### src/rtl/tree_walk_classifier.sv
// rtl/tree_walk_classifier.sv - decision-tree packet classifier walking LEAF/CUT/PARTITION nodes from external node memory
package tree_walk_classifier_pkg;
  localparam int MAX_FANOUT = 4;
  localparam logic [1:0] NODE_LEAF      = 2'd0;
  localparam logic [1:0] NODE_CUT       = 2'd1;
  localparam logic [1:0] NODE_PARTITION = 2'd2;

  typedef struct packed {
    logic [15:0] key;
  } packet_s;

  typedef struct packed {
    logic [15:0] lo;
    logic [15:0] hi;
    logic [7:0]  weight;
    logic [7:0]  id;
  } rule_s;

  // lo/hi is the node's own key range, probed when it is a CUT child.
  typedef struct packed {
    logic [1:0]                  node_type;
    logic [2:0]                  count;
    logic [15:0]                 lo;
    logic [15:0]                 hi;
    logic [MAX_FANOUT-1:0][15:0] children;
    rule_s [MAX_FANOUT-1:0]      rules;
  } node_s;

  function automatic logic rule_match(input packet_s p, input rule_s r);
    return (p.key >= r.lo) && (p.key <= r.hi);
  endfunction

  function automatic logic [2:0] fanout(input logic [2:0] c);
    return (c > 3'd4) ? 3'd4 : c;
  endfunction
endpackage

module tree_walk_classifier
  import tree_walk_classifier_pkg::*;
#(
  parameter int ADDR_W      = 16,
  parameter int STACK_DEPTH = 16,
  parameter int MAX_STEPS   = 1024,
  parameter int TAG_W       = 8
) (
  input  logic              clk,
  input  logic              reset,
  input  logic              in_valid,
  output logic              in_ready,
  input  packet_s           in_packet,
  input  logic [TAG_W-1:0]  in_tag,
  output logic              mem_req,
  output logic [ADDR_W-1:0] mem_addr,
  input  node_s             mem_rdata,
  output logic              out_valid,
  input  logic              out_ready,
  output logic [TAG_W-1:0]  out_tag,
  output logic              out_found,
  output rule_s             out_rule,
  output logic              out_error
);
  localparam int SP_W   = $clog2(STACK_DEPTH + 1);
  localparam int IDX_W  = (STACK_DEPTH > 1) ? $clog2(STACK_DEPTH) : 1;
  localparam int STEP_W = $clog2(MAX_STEPS + 1);

  typedef enum logic [2:0] {IDLE, FETCH, DECODE, CUT_FETCH, CUT_CHECK, PUSH, POP, DONE} state_e;
  state_e state, state_next;

  logic [ADDR_W-1:0]           cur_addr;
  logic [ADDR_W-1:0]           stack [STACK_DEPTH];
  logic [SP_W-1:0]             sp, top;
  logic [STEP_W-1:0]           steps;
  logic [MAX_FANOUT-1:0][15:0] kids;
  logic [2:0]                  kid_count, rd_count, idx;
  packet_s                     packet;
  logic [7:0]                  best_w;
  logic                        step_limit, stack_full, child_hit, leaf_hit;
  rule_s                       leaf_rule;

  assign rd_count   = fanout(mem_rdata.count);
  assign step_limit = (steps == STEP_W'(MAX_STEPS));
  assign stack_full = (sp == SP_W'(STACK_DEPTH));
  assign top        = sp - SP_W'(1);
  assign child_hit  = (packet.key >= mem_rdata.lo) && (packet.key <= mem_rdata.hi);

  // Lowest weight wins; strict compare keeps the lowest index on ties.
  always_comb begin
    leaf_hit  = 1'b0;
    leaf_rule = '0;
    for (int i = 0; i < MAX_FANOUT; i++) begin
      if (3'(i) < rd_count && rule_match(packet, mem_rdata.rules[i]) &&
          (!leaf_hit || mem_rdata.rules[i].weight < leaf_rule.weight)) begin
        leaf_hit  = 1'b1;
        leaf_rule = mem_rdata.rules[i];
      end
    end
  end

  always_ff @(posedge clk) begin
    if (reset) state <= IDLE;
    else       state <= state_next;
  end

  always_comb begin
    state_next = state;
    in_ready   = 1'b0;
    out_valid  = 1'b0;
    mem_req    = 1'b0;
    mem_addr   = cur_addr;
    case (state)
      IDLE: begin
        in_ready = 1'b1;
        if (in_valid) state_next = FETCH;
      end
      FETCH: begin
        mem_req    = !step_limit;
        state_next = step_limit ? DONE : DECODE;
      end
      DECODE: begin
        case (mem_rdata.node_type)
          NODE_LEAF:      state_next = POP;
          NODE_CUT:       state_next = (rd_count == 3'd0) ? POP : CUT_FETCH;
          NODE_PARTITION: state_next = (rd_count == 3'd0) ? POP : PUSH;
          default:        state_next = DONE;
        endcase
      end
      CUT_FETCH: begin
        mem_req    = 1'b1;
        mem_addr   = ADDR_W'(kids[idx[1:0]]);
        state_next = CUT_CHECK;
      end
      CUT_CHECK: begin
        if (child_hit)                      state_next = FETCH;
        else if ((idx + 3'd1) < kid_count)  state_next = CUT_FETCH;
        else                                state_next = POP;
      end
      PUSH: begin
        if (stack_full)        state_next = DONE;
        else if (idx == 3'd0)  state_next = POP;
      end
      POP: state_next = (sp == '0) ? DONE : FETCH;
      DONE: begin
        out_valid = 1'b1;
        if (out_ready) state_next = IDLE;
      end
      default: state_next = IDLE;
    endcase
  end

  always_ff @(posedge clk) begin
    if (reset) begin
      cur_addr  <= '0;
      sp        <= '0;
      steps     <= '0;
      kids      <= '0;
      kid_count <= '0;
      idx       <= '0;
      packet    <= '0;
      best_w    <= '1;
      out_tag   <= '0;
      out_found <= 1'b0;
      out_error <= 1'b0;
      out_rule  <= '0;
    end else begin
      case (state)
        IDLE: if (in_valid) begin
          packet    <= in_packet;
          out_tag   <= in_tag;
          best_w    <= '1;
          out_found <= 1'b0;
          out_error <= 1'b0;
          out_rule  <= '0;
          steps     <= '0;
          sp        <= '0;
          cur_addr  <= '0;
        end
        FETCH: begin
          if (step_limit) out_error <= 1'b1;
          else            steps <= steps + STEP_W'(1);
        end
        DECODE: begin
          kids      <= mem_rdata.children;
          kid_count <= rd_count;
          idx       <= (mem_rdata.node_type == NODE_PARTITION) ? rd_count - 3'd1 : 3'd0;
          if (mem_rdata.node_type == NODE_LEAF && leaf_hit) begin
            out_found <= 1'b1;
            if (leaf_rule.weight < best_w) begin
              out_rule <= leaf_rule;
              best_w   <= leaf_rule.weight;
            end
          end
          if (mem_rdata.node_type == 2'd3) out_error <= 1'b1;
        end
        CUT_CHECK: begin
          if (child_hit) cur_addr <= ADDR_W'(kids[idx[1:0]]);
          else           idx <= idx + 3'd1;
        end
        PUSH: begin
          if (stack_full) out_error <= 1'b1;
          else begin
            sp  <= sp + SP_W'(1);
            idx <= idx - 3'd1;
          end
        end
        POP: if (sp != '0) begin
          cur_addr <= stack[top[IDX_W-1:0]];
          sp       <= top;
        end
        default: ;
      endcase
    end
  end

  always_ff @(posedge clk) begin
    if (state == PUSH && !stack_full) stack[sp[IDX_W-1:0]] <= ADDR_W'(kids[idx[1:0]]);
  end
endmodule

### config.mk
export PLATFORM = sky130hd
export DESIGN_NAME = tree_walk_classifier
export DESIGN_NICKNAME = d
export VERILOG_FILES = /design/src/rtl/tree_walk_classifier.sv
export SDC_FILE = /design/constraint.sdc
export NUM_CORES = 1
export LEC_CHECK = 0
export CELL_PAD_IN_SITES_DETAIL_PLACEMENT = 1
export CELL_PAD_IN_SITES_GLOBAL_PLACEMENT = 2
export CORE_MARGIN = 2
export CORE_UTILIZATION = 30
export CTS_CLUSTER_DIAMETER = 50
export CTS_CLUSTER_SIZE = 30
export DETAILED_ROUTE_END_ITERATION = 10
export GPL_TIMING_DRIVEN = 0
export MAX_ROUTING_LAYER = met4
export PLACE_DENSITY = 0.72
export SYNTH_ARGS = -nofsm -noshare
export SYNTH_HDL_FRONTEND = slang
export SYNTH_SLANG_ARGS = --single-unit
### constraint.sdc
create_clock -name clk -period 11.1 [get_ports clk]
set_clock_uncertainty 0.2 [all_clocks]
set_input_delay 2.22 -clock clk [delete_from_list [all_inputs] [get_ports clk]]
set_output_delay 2.22 -clock clk [all_outputs]
set_load 0.005 [all_outputs]
==> impl_metrics.ini, run 1 <==
[status]
status = finished, final reports clean

[final_layout]
final_util_pct = 42.5
areaGrowthSynthToFinish_pct = 40.7
nets = 3249
layout.cells.non_filler = 3851
final_common_cell = clkdlybuf4s50_1
final_cell_mix = clkdlybuf4s50_1, nand2_1, edfxtp_1
drive_gt1_share_pct = 17.6

[die]
initial_core_util_pct = 30.2
die_h_um = 285
fp.dieW_um = 285
dieArea_um2 = 81300
num_rows = 103
io_pins = 398
core_area_um2 = 78600

[clocking]
clkTransAtPathRegs_ns = 0.05
cts_made_buffers = 61
htree_levels = 2
root_buffer = clkbuf_16
clk_path_buf_depth = 3
clkSinkCount = 443
clk_latency_ns = 0.66
cts_tree = yes
hold_buffers = 0

[sta]
hold_violations = 0
rsz0062_at_grt = true
timing.hold.ws_ns = 0.252
fin_crit_ns = 11.01
fmax_mhz = 90.9
slew_violations = 0
fin_setup_tns_ns = 0
worst_slew_margin_rel_pct = 14.6
setup_viol = 0
final.period_utilization_pct = 99.2
tightest_slew_ns = 1.28

[global_routing]
grt_max_degree = 20
grt_pass1_wl_um = 141000
grt_antenna_before_repair = 22
overflow = 0
grt_pass1_vias = 21800
grt_use_total_pct = 23.7

[route]
drt_wl_total_um = 96400
drcViolationCount = 0
ant_nets = 0
post_drt_wl_per_cell_um = 25.0
drt_iter0_drc = 1141
num_vias = 20100
viasPerCell = 5.21
first_pass_iters = 5

[logic_synthesis]
syn_area_per_cell_um2 = 10.9
syn_area_um2 = 23700
async_reset_ff_share_pct = 0
netlist_instances = 2186
synthesis.nets = 2710
ys_warn_count = 0
synth_seq_cells = 443
ys_types = 75
synth_flop_cell = edfxtp_1
synth_edf_count = 256
ys_seq_area_share_pct = 48.2

[placed_design]
dpl.cell_count = 3635
numPortBuffers = 397
gp_congestion = 0.917
place_hpwl_um = 72400

[worst_setup_path]
required_ns = 11.47
ff2ff_path_depth = 50
cp_max_fo = 8
crit_top_cell = buf_6
start_kind = input port
cpMaxStageDelayCell = or4_4
cp_data_arrival_time_ns = 11.37
critPathMaxStageDelay_ns = 0.49
critPathKind = in2reg
crit_path_end_kind = register

[power_and_ir_drop]
p_sw_share_pct = 31.8
comb_power_share_pct = 21.2
p_per_area_nw_per_um2 = 148
seqPwrFrac_pct = 36.7
p_leak_nw = 12.5
intPower_w = 0.00337
switchingPower_w = 0.00157
p_clk_share_pct = 42.1
peakVddDrop_v = 0.000126

[hold_path]
hp-class = reg2reg
whs_path_depth = 2

[run]
cap_violations = 0
==> critical path, delay by kind of cell <==
kind	cells	cell delay, ns
and+or+nand+nor	9	1.80
buffers and inverters	20	2.74
AOI/OAI and AO/OA	18	3.11
muxes	2	0.54
adders and majority gates	4	0.93
==> routing by layer <==
metal / global-route usage, % / vias up / share of wire (%)
met5: - / - / 0
met4: 8.40 / 0 / 3.7
met3: 3.98 / 179 / 4.9
met2: 40.9 / 538 / 51
met1: 27.9 / 10100 / 41
li1: - / 9245 / -
==> power by group through the flow <==
stage          sequential (W)  clock (W)  combinational, W
6_report              0.00182    0.00208           0.00105
5_1_grt               0.00182    0.00219           0.00114
4_1_cts               0.00181    0.00212          0.000991
3_5_place_dp          0.00185          0          0.000901
3_3_place_gp          0.00185          0          0.000869
2_1_floorplan         0.00182          0          0.000510
==> metrics by stage <==
step	instance area [µm²]	power (W)	setup WS [ns]
floorplan	23800	0.00233	0.0280
global placement	29100	0.00272	-2.96
detailed placement	29100	0.00275	-3.15
CTS	32700	0.00493	0.000659
global route	33400	0.00514	-0.189
finish	33400	0.00495	0.0942
==> path summary, 6_finish.rpt <==
| kind | to | start | slack (ns) |
|---|---|---|---|
| max reg2reg | out_rule[23] | packet[5] | 0.80 |
| min | kids[48] | kids[48] | 0.25 |
| min reg2reg | kids[48] | kids[48] | 0.25 |
| max | out_rule[23] | mem_rdata[42] | 0.09 |
==> timing repair <==
item | 4_1_cts | 5_1_grt
buffers inserted | 52 | 23
gates resized for setup | 186 | 125
gates cloned | 2 | 2
endpoints found under the setup margin | 56 | 56
pin swaps | 53 | 58
==> cells in the mapped netlist, types with 11 or more instances <==
| cell type | count | area share [%] |
|---|---|---|
| inv_1 | 201 | 3.2 |
| a2111oi_0 | 16 | 0.59 |
| buf_1 | 14 | 0.22 |
| mux2_2 | 17 | 0.81 |
| nand3_1 | 23 | 0.49 |
| o21ai_0 | 49 | 1.0 |
| a22oi_1 | 11 | 0.35 |
| nand4_1 | 29 | 0.76 |
| a21o_1 | 28 | 0.89 |
| a32oi_1 | 17 | 0.63 |
| nor2b_1 | 14 | 0.37 |
| ha_1 | 203 | 11 |
| dfxtp_1 | 187 | 16 |
| a221o_1 | 40 | 1.7 |
| nand2b_1 | 17 | 0.45 |
| a211oi_1 | 37 | 1.2 |
| nand2_1 | 275 | 4.4 |
| o21a_1 | 14 | 0.44 |
| mux4_2 | 80 | 7.6 |
| edfxtp_1 | 256 | 32 |
| nor3_1 | 45 | 0.95 |
| a21oi_1 | 199 | 4.2 |
| clkbuf_1 | 89 | 1.4 |
| mux2i_1 | 46 | 1.9 |
| o2bb2ai_1 | 24 | 0.89 |
| and2_1 | 19 | 0.50 |
| nor2_1 | 103 | 1.6 |
==> state kept, by name, indices dropped and copies added, names as in the netlist, 5 cells and up <==
| register | flops |
|---|---|
| out_rule | 48 |
| stack | 256 |
| packet | 16 |
| best_w | 8 |
| cur_addr | 16 |
| sp | 5 |
| steps | 11 |
| kids | 64 |
| out_tag | 8 |
==> cell families (layout without fill, tap and decap cells) <==
logic type               count (synthesis)  after routing  share of synthesized area (%)
AND/OR/NAND/NOR                        565            565                           10.8
AO/OA/AOI/OAI                          504            504                           14.4
flip-flops                             443            443                           48.2
buffers and inverters                  315            907                           5.15
adder cells (fa/ha/maj)                203            203                           10.7
multiplexers                           143            143                           10.3
XOR/XNOR                                13             13                          0.480
other                                    0             23                              0
==> final cells by class <==
cell class | instances | area [µm²]
buffer | 113 | 616
fill | 8550 | 45200
timing repair buffer | 477 | 4680
sequential | 443 | 11400
multi-input combinational | 1428 | 12300
tap | 1050 | 1310
clock inverter | 53 | 704
antenna | 23 | 57.6
clock buffer | 63 | 1530
inverter | 201 | 759
(Power assumes the default switching activity.)
==> inputs of run 2 (changes only) <==
--- a/config.mk
+++ b/config.mk
@@ -8,13 +8,13 @@
 export CELL_PAD_IN_SITES_DETAIL_PLACEMENT = 1
 export CELL_PAD_IN_SITES_GLOBAL_PLACEMENT = 2
 export CORE_MARGIN = 2
-export CORE_UTILIZATION = 30
+export CORE_UTILIZATION = 32
 export CTS_CLUSTER_DIAMETER = 50
 export CTS_CLUSTER_SIZE = 30
 export DETAILED_ROUTE_END_ITERATION = 10
 export GPL_TIMING_DRIVEN = 0
 export MAX_ROUTING_LAYER = met4
-export PLACE_DENSITY = 0.72
+export PLACE_DENSITY = 0.76
 export SYNTH_ARGS = -nofsm -noshare
 export SYNTH_HDL_FRONTEND = slang
 export SYNTH_SLANG_ARGS = --single-unit
==> impl_metrics.ini, run 2 (same netlist as run 1, synthesis figures left out) <==
[final_layout]
nets = 3250
areaGrowthSynthToFinish_pct = 39.5
largest_register_ff_count = 256
final_common_cell = clkdlybuf4s50_1
final_cell_mix = clkdlybuf4s50_1, nand2_1, edfxtp_1
drive_gt1_share_pct = 17.5

[die]
fp.dieW_um = 276
die_h_um = 276
io_pins = 398
core_area_um2 = 73200
dieArea_um2 = 76300
num_rows = 99
initial_core_util_pct = 32.4

[clocking]
htree_levels = 2
hold_buffers = 0
clk_latency_ns = 0.62
clkSinkCount = 443
cts_made_buffers = 52
clk_path_buf_depth = 3
cts_tree = yes
clkTransAtPathRegs_ns = 0.06
root_buffer = clkbuf_16

[route]
drt_iter0_drc = 1252
post_drt_wl_per_cell_um = 25.8
drt_wl_total_um = 96700
first_pass_iters = 7
dr_wl_met3_um = 5230
drcViolationCount = 0
top_layer_used = met4
wl_met2_um = 48700
num_vias = 20100
viasPerCell = 5.37
wl_met1_um = 39700
ant_nets = 0

[worst_setup_path]
critPathKind = in2reg
required_ns = 11.38
crit_path_start = mem_rdata[27]
worst-path-buf-inv = 14
critPathMaxStageDelay_ns = 0.45
path_delay_family = compound AO/OA/AOI/OAI gates
cpMaxStageDelayCell = a2111o_1
start_kind = input port
cp_data_arrival_time_ns = 11.44
cp_max_fo = 8
crit_path_end_kind = register
timing.rr.start = packet[9]

[placed_design]
place_hpwl_um = 72200
gp_congestion = 0.914
numPortBuffers = 397

[power_and_ir_drop]
switchingPower_w = 0.00147
p_clk_share_pct = 39.1
p_per_area_nw_per_um2 = 143
seqPwrFrac_pct = 38.5
p_sw_share_pct = 31.1
p_leak_nw = 12.5
peakVddDrop_v = 0.000108
intPower_w = 0.00325
comb_power_share_pct = 22.4
finalPower_w = 0.00471

[global_routing]
overflow = 0
grt_pass1_wl_um = 141000
grt_use_total_pct = 25.4
grt_pass1_vias = 22000
grt_antenna_before_repair = 22
grt_max_degree = 19

[run]
cap_violations = 0

[sta]
tightest_slew_ns = 1.14
final.period_utilization_pct = 101
slew_violations = 0
rsz0062_at_grt = true
fin_crit_ns = 11.16
worst_slew_margin_rel_pct = 23.7
setup_slack_ns = -0.0599
timing.hold.ws_ns = 0.259
setup_viol = 28
hold_violations = 0
fmax_mhz = 89.6

[hold_path]
hp-class = reg2reg
hold_start = kids[45]

[status]
violations = negative setup slack
status = complete, but fails checks
-- run 2: changes by cell type in the layout (fill, tap and decap cells not counted), moves of 6 or more --
cell and delta:
a211oi_1 -10, a2111oi_1 +6, clkinv_8 -7, clkbuf_16 -9, inv_4 +6, a211oi_4 +7, buf_4 +15, clkbuf_1 +7
-- run 2: area by class of cell --
cell class / instances / area (µm²)
Timing Repair Buffer: 487 / 4750
Inverter: 201 / 774
Tap cell: 959 / 1200
Sequential cell: 443 / 11400
Antenna cell: 20 / 50.0
Fill cell: 7830 / 40100
Buffer: 113 / 593
Clock inverter: 34 / 482
Multi-Input combinational cell: 1428 / 12400
Clock buffer: 64 / 1390
-- run 2: final timing paths --
kind                   to  slack [ns]  depth (start not counted)
max          out_rule[44]       -0.06                         52
min reg2reg      kids[45]        0.26                          2
max reg2reg  out_rule[44]        0.64                         50
min              kids[45]        0.26                          2
-- run 2: worst reg2reg max path: cells and delay by family (launching register included) --
family	cells	cell delay, ns
fa+ha+maj	5	1.30
compound gates	21	3.97
simple gates	10	1.61
buf+inv	12	1.86
mux	2	0.44
flops	1	0.93
-- run 2: timing repair --
item                                    in CTS  in global routing
endpoints found under the setup margin      56                 56
gates cloned                                 2                  1
gates resized for setup                    184                165
buffers inserted                            61                 25
pin swaps                                   56                 62
-- run 2: stage by stage --
step | instances | utilization (%) | setup TNS (ns) | instance area (µm²) | setup slack, ns
global placement | 3542 | 39.6 | -136.29 | 29000 | -2.75
global route | 3749 | 45.2 | -13.54 | 33100 | -0.382
floorplan | 2186 | - | 0 | 23800 | 0.0280
finish | 3749 | 45.2 | -0.921 | 33100 | -0.0599
detailed placement | 3544 | 39.7 | -150.38 | 29000 | -2.99
CTS | 3704 | 44.0 | -0.00385 | 32200 | -0.00385
-- run 2: per-layer routing --
| metal | track usage [%] | up-vias |
|---|---|---|
| li1 | - | 9207 |
| met1 | 30.2 | 10200 |
| met2 | 43.3 | 597 |
| met3 | 4.30 | 154 |
| met4 | 9.47 | 0 |
| met5 | - | - |
-- run 2: power by group through the flow --
stage / sequential [W] / clock, W / combinational, W
after floorplan: 0.00182 / 0 / 0.000510
after global placement: 0.00185 / 0 / 0.000872
after detailed placement: 0.00185 / 0 / 0.000900
after CTS: 0.00181 / 0.00187 / 0.000998
after global routing: 0.00182 / 0.00194 / 0.00115
final: 0.00182 / 0.00184 / 0.00105
==> inputs of run 3 (changes only) <==
--- a/config.mk
+++ b/config.mk
@@ -15,6 +15,7 @@
 export GPL_TIMING_DRIVEN = 0
 export MAX_ROUTING_LAYER = met4
 export PLACE_DENSITY = 0.76
+export SKIP_LAST_GASP = 1
 export SYNTH_ARGS = -nofsm -noshare
 export SYNTH_HDL_FRONTEND = slang
 export SYNTH_SLANG_ARGS = --single-unit
==> impl_metrics.ini, run 3 (same netlist as run 1, synthesis figures left out) <==
[status]
status = complete, but fails checks
violations = negative setup slack

[sta]
rsz0062_at_grt = true
slew_violations = 0
fin_setup_tns_ns = -1.24
fin_crit_ns = 11.17
fmax_mhz = 89.5
worst_slew_margin_rel_pct = 23.2
hold_violations = 0
final.period_utilization_pct = 101
timing.hold.ws_ns = 0.259
setup_viol = 29
tightest_slew_ns = 1.15
setup_slack_ns = -0.0736

[route]
wl_met1_um = 39400
post_drt_wl_per_cell_um = 25.8
viasPerCell = 5.36
drcViolationCount = 0
drt_iter0_drc = 1259
top_layer_used = met4
num_vias = 20100
first_pass_iters = 5
ant_nets = 0
dr_wl_met3_um = 5470
drt_wl_total_um = 96700
wl_met2_um = 48600

[placed_design]
numPortBuffers = 397
place_ws_ns = -2.99
gp_congestion = 0.914
dpl.cell_count = 3544
place_hpwl_um = 72200

[worst_setup_path]
path_delay_family = compound AO/OA/AOI/OAI gates
start_kind = input port
worst-path-buf-inv = 14
cp_data_arrival_time_ns = 11.45
cpMaxStageDelayCell = a2111o_1
crit_path_end_kind = register
cp_max_fo = 8
critPathMaxStageDelay_ns = 0.45
required_ns = 11.38
critPathKind = in2reg

[clocking]
clkSinkCount = 443
cts_tree = yes
clk_path_buf_depth = 3
root_buffer = clkbuf_16
clkTransAtPathRegs_ns = 0.06
cts_made_buffers = 52
htree_levels = 2
clk_latency_ns = 0.62

[die]
die_h_um = 276
dieArea_um2 = 76300
io_pins = 398
num_rows = 99
initial_core_util_pct = 32.4
fp.dieW_um = 276
core_area_um2 = 73200

[power_and_ir_drop]
finalPower_w = 0.00471
p_leak_nw = 12.5
p_per_area_nw_per_um2 = 143
peakVddDrop_v = 0.000109

[final_layout]
nets = 3250
final_cell_mix = clkdlybuf4s50_1, nand2_1, edfxtp_1
areaGrowthSynthToFinish_pct = 39.4
multi_input_area_um2 = 12400
fillers = 7826
largest_register_ff_count = 256
final_common_cell = clkdlybuf4s50_1
drive_gt1_share_pct = 17.5
layout.cells.non_filler = 3750
register_area_um2 = 11400

[global_routing]
grt_max_degree = 19
grt_pass1_vias = 22000
grt_antenna_before_repair = 22
grt_pass1_wl_um = 141000
overflow = 0
grt_use_total_pct = 25.4

[hold_path]
hp-class = reg2reg

[run]
cap_violations = 0
## run 3: cell type report
cell class	instances	share of cell area [%]
timing repair buffer	487	14.4
tap	959	3.63
multi-input combinational	1428	37.5
clock inverter	34	1.46
antenna	21	0.159
inverter	201	2.34
buffer	113	1.79
clock buffer	64	4.20
sequential	443	34.6
## run 3: worst paths after layout
path,startpoint,endpoint,depth (start not counted),slack (ns)
max,mem_rdata[27],out_rule[44],52,-0.07
min,kids[45],kids[45],2,0.26
max reg2reg,packet[9],out_rule[44],50,0.63
min reg2reg,kids[45],kids[45],2,0.26
## run 3: where the power goes
group          total [W]  internal (W)  switching (W)
sequential       0.00182       0.00176      0.0000576
clock            0.00184       0.00103       0.000811
combinational    0.00105      0.000456       0.000598
## run 3: layer usage
metal | vias up | track usage [%]
met4 | 0 | 9.47
met1 | 10200 | 30.2
met2 | 596 | 43.3
met5 | - | -
li1 | 9216 | -
met3 | 145 | 4.30
## run 3: worst register-to-register path: cells and delay by family, from the launching register on
| family | cells | cell delay [ns] |
|---|---|---|
| adders and majority gates | 5 | 1.30 |
| and+or+nand+nor | 10 | 1.61 |
| AOI/OAI and AO/OA | 21 | 3.99 |
| buffers and inverters | 12 | 1.86 |
| muxes | 2 | 0.44 |
| DFF | 1 | 0.92 |
## run 3: stage by stage
| step | instance area [µm²] | util [%] |
|---|---|---|
| 4_1_cts | 32200 | 44.0 |
| 3_5_place_dp | 29000 | 39.7 |
| 5_1_grt | 33100 | 45.2 |
| 2_1_floorplan | 23800 | - |
| 6_report | 33100 | 45.2 |
| 3_3_place_gp | 29000 | 39.6 |
## run 3: repair_timing
action,4_1_cts,5_1_grt
hold buffers,0,0
resized for setup,184,164
pin swaps,56,62
endpoints found under the setup margin,56,56
endpoints found under the hold margin,0,0
buffers inserted,61,25
gates cloned,2,1
